## config.mk

```make
export PLATFORM = sky130hd
export DESIGN_NAME = reg_write_arbiter
export DESIGN_NICKNAME = d
export VERILOG_FILES = /design/src/rtl/reg_write_arbiter.sv
export SDC_FILE = /design/constraint.sdc
export NUM_CORES = 1
export LEC_CHECK = 0
export CAP_MARGIN = 0
export CORE_ASPECT_RATIO = 1.1
export CORE_MARGIN = 2
export CORE_UTILIZATION = 55
export DETAILED_ROUTE_END_ITERATION = 7
export DONT_BUFFER_PORTS = 1
export PLACE_DENSITY = 0.7
export SLEW_MARGIN = 20
export SYNTH_ARGS = -nofsm -noshare
export SYNTH_HDL_FRONTEND = slang
export SYNTH_SLANG_ARGS = --single-unit
```

## constraint.sdc

```tcl
create_clock -name clock -period 4.4 [get_ports clock]
set_clock_uncertainty 0.05 [all_clocks]
set_input_delay 0.66 -clock clock [delete_from_list [all_inputs] [get_ports clock]]
set_output_delay 0.66 -clock clock [all_outputs]
set_load 0.02 [all_outputs]
```

## src/rtl/reg_write_arbiter.sv

```systemverilog
// Register-file write-port arbiter between pipeline writeback and a multi-cycle unit (MDU).
// A one-entry slot holds an accepted MDU result until it wins the port. WB has priority
// until the slot has lost STARVE_LIMIT times in a row, then the slot is forced through.
// A busy scoreboard tracks MDU destinations in flight so that decode can stall on hazards.
module reg_write_arbiter #(
  parameter int unsigned STARVE_LIMIT = 3
) (
  input  logic        clock,
  input  logic        reset,
  input  logic        wb_valid,
  input  logic [4:0]  wb_reg,
  input  logic [31:0] wb_data,
  output logic        wb_stall,
  input  logic        mdu_issue,
  input  logic [4:0]  mdu_issue_reg,
  input  logic        mdu_valid,
  input  logic [4:0]  mdu_reg,
  input  logic [31:0] mdu_data,
  output logic        mdu_ready,
  input  logic        rd_en,
  input  logic [4:0]  rd_reg1,
  input  logic [4:0]  rd_reg2,
  input  logic [4:0]  rd_dst,
  output logic        stall,
  output logic        reg_write,
  output logic [4:0]  write_reg,
  output logic [31:0] write_data
);

  localparam int unsigned CntW = (STARVE_LIMIT < 1) ? 1 : $clog2(STARVE_LIMIT + 1);
  localparam logic [CntW-1:0] CntMax = CntW'(STARVE_LIMIT);

  localparam logic [1:0] StIdle  = 2'd0;
  localparam logic [1:0] StPend  = 2'd1;
  localparam logic [1:0] StForce = 2'd2;

  logic [1:0]      state_q, state_d;
  logic            pend_valid_q, pend_valid_d;
  logic [4:0]      pend_reg_q, pend_reg_d;
  logic [31:0]     pend_data_q, pend_data_d;
  logic [31:0]     busy_q, busy_d;
  logic [CntW-1:0] cnt_q, cnt_d;
  logic [CntW-1:0] cnt_inc;
  logic            accept;
  logic            slot_write;

  // No new result is taken while the slot is occupied, including the cycle it drains.
  assign mdu_ready = !reset && !pend_valid_q;
  assign accept    = mdu_valid && mdu_ready;

  // Hazard check uses the registered scoreboard only; busy_q[0] is never set.
  assign stall = !reset && rd_en && (busy_q[rd_reg1] || busy_q[rd_reg2] || busy_q[rd_dst]);

  // Write-port arbitration: combinational, the register file writes on the falling edge.
  always_comb begin
    slot_write = 1'b0;
    wb_stall   = 1'b0;
    reg_write  = 1'b0;
    write_reg  = '0;
    write_data = '0;
    if (!reset) begin
      case (state_q)
        StPend:  slot_write = !wb_valid;
        StForce: slot_write = 1'b1;
        default: slot_write = 1'b0;
      endcase
      if (slot_write) begin
        // A slot aimed at r0 still drains, it just never writes.
        reg_write  = (pend_reg_q != 5'd0);
        write_reg  = pend_reg_q;
        write_data = pend_data_q;
        wb_stall   = wb_valid;
      end else begin
        reg_write  = wb_valid && (wb_reg != 5'd0);
        write_reg  = wb_reg;
        write_data = wb_data;
      end
    end
  end

  // Saturating increment of the starvation counter.
  always_comb begin
    cnt_inc = (cnt_q < CntMax) ? cnt_q + 1'b1 : cnt_q;
  end

  // Slot / FSM / starvation counter next state.
  always_comb begin
    state_d      = state_q;
    pend_valid_d = pend_valid_q;
    pend_reg_d   = pend_reg_q;
    pend_data_d  = pend_data_q;
    cnt_d        = cnt_q;
    case (state_q)
      StIdle: begin
        if (accept) begin
          state_d      = StPend;
          pend_valid_d = 1'b1;
          pend_reg_d   = mdu_reg;
          pend_data_d  = mdu_data;
        end
      end
      StPend: begin
        if (wb_valid) begin
          cnt_d = cnt_inc;
          if (cnt_inc >= CntMax) state_d = StForce;
        end else begin
          state_d      = StIdle;
          pend_valid_d = 1'b0;
          cnt_d        = '0;
        end
      end
      default: begin
        // StForce: the slot always writes this cycle.
        state_d      = StIdle;
        pend_valid_d = 1'b0;
        cnt_d        = '0;
      end
    endcase
  end

  // Scoreboard next state: clear on slot write, then set on issue so a same-cycle set wins.
  always_comb begin
    busy_d = busy_q;
    if (slot_write) busy_d[pend_reg_q] = 1'b0;
    if (mdu_issue && (mdu_issue_reg != 5'd0)) busy_d[mdu_issue_reg] = 1'b1;
    busy_d[0] = 1'b0;
  end

  // State registers with synchronous reset; reset discards any pending result.
  always_ff @(posedge clock) begin
    if (reset) begin
      state_q      <= StIdle;
      pend_valid_q <= 1'b0;
      pend_reg_q   <= '0;
      pend_data_q  <= '0;
      busy_q       <= '0;
      cnt_q        <= '0;
    end else begin
      state_q      <= state_d;
      pend_valid_q <= pend_valid_d;
      pend_reg_q   <= pend_reg_d;
      pend_data_q  <= pend_data_d;
      busy_q       <= busy_d;
      cnt_q        <= cnt_d;
    end
  end

endmodule

```

==> results.cfg <==
[detailed_routing]
route.met3.wl_um = 798
dr_total_vias = 4053
wl_per_cell_um = 17.26
wl_met2_um = 5734
drtPass1Iterations = 5
route.top_layer_used = met4
met1_length_um = 4897
routed_wl_um = 11600
ant_nets = 0
drc = 0
via_per_inst = 6.031
drt_iter0_markers = 294

[clock_tree]
postCtsSetupBuffers = 0
cts.path.max_buffers = 2
clkTransAtPathRegs_ns = 0.08
clockRootBuffer = clkbuf_8
post_cts_resized = 0
cts_hold_buf = 0
clkSinkCount = 73
cts_inserted_buffers = 9
cts_tree = built
h-tree-depth = 3
worstSkewPairLatency_ns = 0.35

[timing]
fin_hold_ws_ns = 0.3370
max_slew_margin_pct = 52.21
final_max_slew_viol_count = 0
finalCritPeriodShare_pct = 71.53
rsz0062_at_grt = no
finalHoldViolations = 0
timing.setup.tns_ns = 0
worst_slack_ns = 1.253
worst_pin_slew_ns = 0.7143
finalSetupViolCount = 0
clock.fmax_mhz = 317.7
fin_crit_ns = 3.147

[final_layout]
register_area_mm2 = 0.001461
fin_nets = 665
final_cell_mix = nand2_1 (190), a21oi_1 (114), dfxtp_1 (73), o21ai_1 (31), mux2i_1 (18)
multi_input_area_mm2 = 0.002592
syn_to_final_growth_pct = 3.307
drive_gt1_share_pct = 5.820
final_common_cell = nand2_1
n_fill_cell = 753
diodes = 0

[synthesis]
async_flop_share_pct = 0
ys_ff_latch = 73
syn-num-nets = 691
synth-edff-count = 0
synth_cells = 588
syn_avg_cell_area_um2 = 7.271
ys.warnings.count = 0
synth_area_mm2 = 0.004275
synth_top_area_cell = dfxtp_1
synth.yosys.seq_area_share_pct = 34.18
ys_types = 48
synth.top_cell.area_share_pct = 34.18
synth_area_leaders = dfxtp_1 (34%), nand2_1 (17%), a21oi_1 (13%)
synth-main-ff-cell = dfxtp_1

[place]
io_buffers = 0
gp_congestion = 0.8556
pre_cts_slack_ns = 1.608
post-dp-hpwl_um = 8561

[setup_path]
path_class = flip-flop to output pin
start_kind = flip-flop
critPathCaptureType = output pin
cp_max_fo = 35
worstPathRequired_ns = 3.69
cp.arrival_ns = 2.44

[floorplanning]
core-area_mm2 = 0.007515
die_area_mm2 = 0.008496
rows = 33
die_w_um = 88.07
die_y_um = 96.47
ios = 141
initial_core_util_pct = 56.89

[global_route]
gr-total-overflow = 0
grt_pass1_vias = 3706
grt.total_usage_pct = 26.58
antenna_found_initial = 0
grt_pass1_wl_um = 17600
grt_max_degree = 117

[worst_hold_path]
hp-class = input port to flip-flop

[outcome]
status = finished, final reports clean

[power]
p_per_area_mw_per_mm2 = 306.4
p_leak_nw = 1.545
ir_drop_mv = 0.2126
finalPower_mw = 1.353

[run]
max-cap-violations = 0
[where the power goes]
group / internal (mW) / leakage [nW] / switching, mW
clock network: 0.235 / 0.0846 / 0.245
logic: 0.0609 / 0.868 / 0.112
registers: 0.684 / 0.592 / 0.0179
total: 0.979 / 1.55 / 0.374
[per-layer routing]
layer | track usage [%] | vias to the layer above
met3 | 4.673 | 18
met4 | 8.838 | 0
met1 | 31.98 | 1875
li1 | - | 1981
met2 | 47.92 | 179
met5 | 0 | -
[cells in the mapped netlist (3+ instances only)]
| master | number |
|---|---|
| buf_1 | 3 |
| a21oi_1 | 114 |
| a221oi_1 | 3 |
| mux4_2 | 7 |
| nor3b_1 | 3 |
| inv_1 | 4 |
| o21ai_1 | 32 |
| buf_2 | 9 |
| mux4_1 | 3 |
| buf_4 | 3 |
| nand3_1 | 7 |
| clkbuf_1 | 22 |
| nor2_1 | 16 |
| nor3_1 | 6 |
| nand2b_1 | 10 |
| a22oi_1 | 3 |
| mux2_1 | 7 |
| buf_6 | 4 |
| a211oi_1 | 3 |
| mux2i_1 | 18 |
| nor4_1 | 3 |
| nor2b_1 | 12 |
| ha_1 | 3 |
| nand2_1 | 190 |
| dfxtp_1 | 73 |
[worst max-delay path, stage by stage (launching register included)]
cell and delay [ns]:
dfxtp_1 0.37, inv_1 0.07, ha_1 0.20, nor2b_1 0.16, o21ai_2 0.20, buf_4 0.36, nor4b_1 0.12, a211oi_1 0.61
[cell families (layout without fill, tap and decap cells)]
group / count (synthesis) / after routing / share of synthesized area (%)
adders and majority gates: 3 / 3 / 0.8781
DFF: 73 / 73 / 34.18
buffers and inverters: 46 / 25 / 5.267
and+or+nand+nor: 262 / 262 / 26.40
muxes: 36 / 36 / 11.85
AOI/OAI and AO/OA: 168 / 168 / 21.42
[worst paths after layout]
path / from / to / depth (start not counted) / slack [ns]
min reg2reg: pend_data_q[19]$_SDFFE_PP0P_ / pend_data_q[19]$_SDFFE_PP0P_ / 2 / 0.41
min: reset / pend_reg_q[0]$_SDFFE_PP0P_ / 1 / 0.34
max: state_q[1]$_SDFFE_PP0P_ / reg_write / 7 / 1.25
max reg2reg: state_q[1]$_SDFFE_PP0P_ / busy_q[29]$_SDFF_PP0_ / 7 / 2.51
[stage by stage]
step	area (um2)	util (%)	std cells
after floorplan	4275	-	588
after global placement	4234	56.34	656
after detailed placement	4234	56.34	656
after CTS	4417	58.77	672
after global routing	4417	58.77	672
final	4417	58.77	672
[state kept, by name, indices dropped and copies added (netlist names)]
name	flops
busy_q	31
pend_data_q	32
pend_valid_q	1
cnt_q	2
pend_reg_q	5
state_q	2
[cell type report]
cell class,instances,share of cell area (%)
multi-input combinational,469,58.70
sequential,73,33.09
clock buffer,12,3.513
tap,105,2.975
timing repair buffer,4,0.6799
clock inverter,4,0.6232
inverter,5,0.4249
Note: power is estimated with default switching activity, not from simulation.
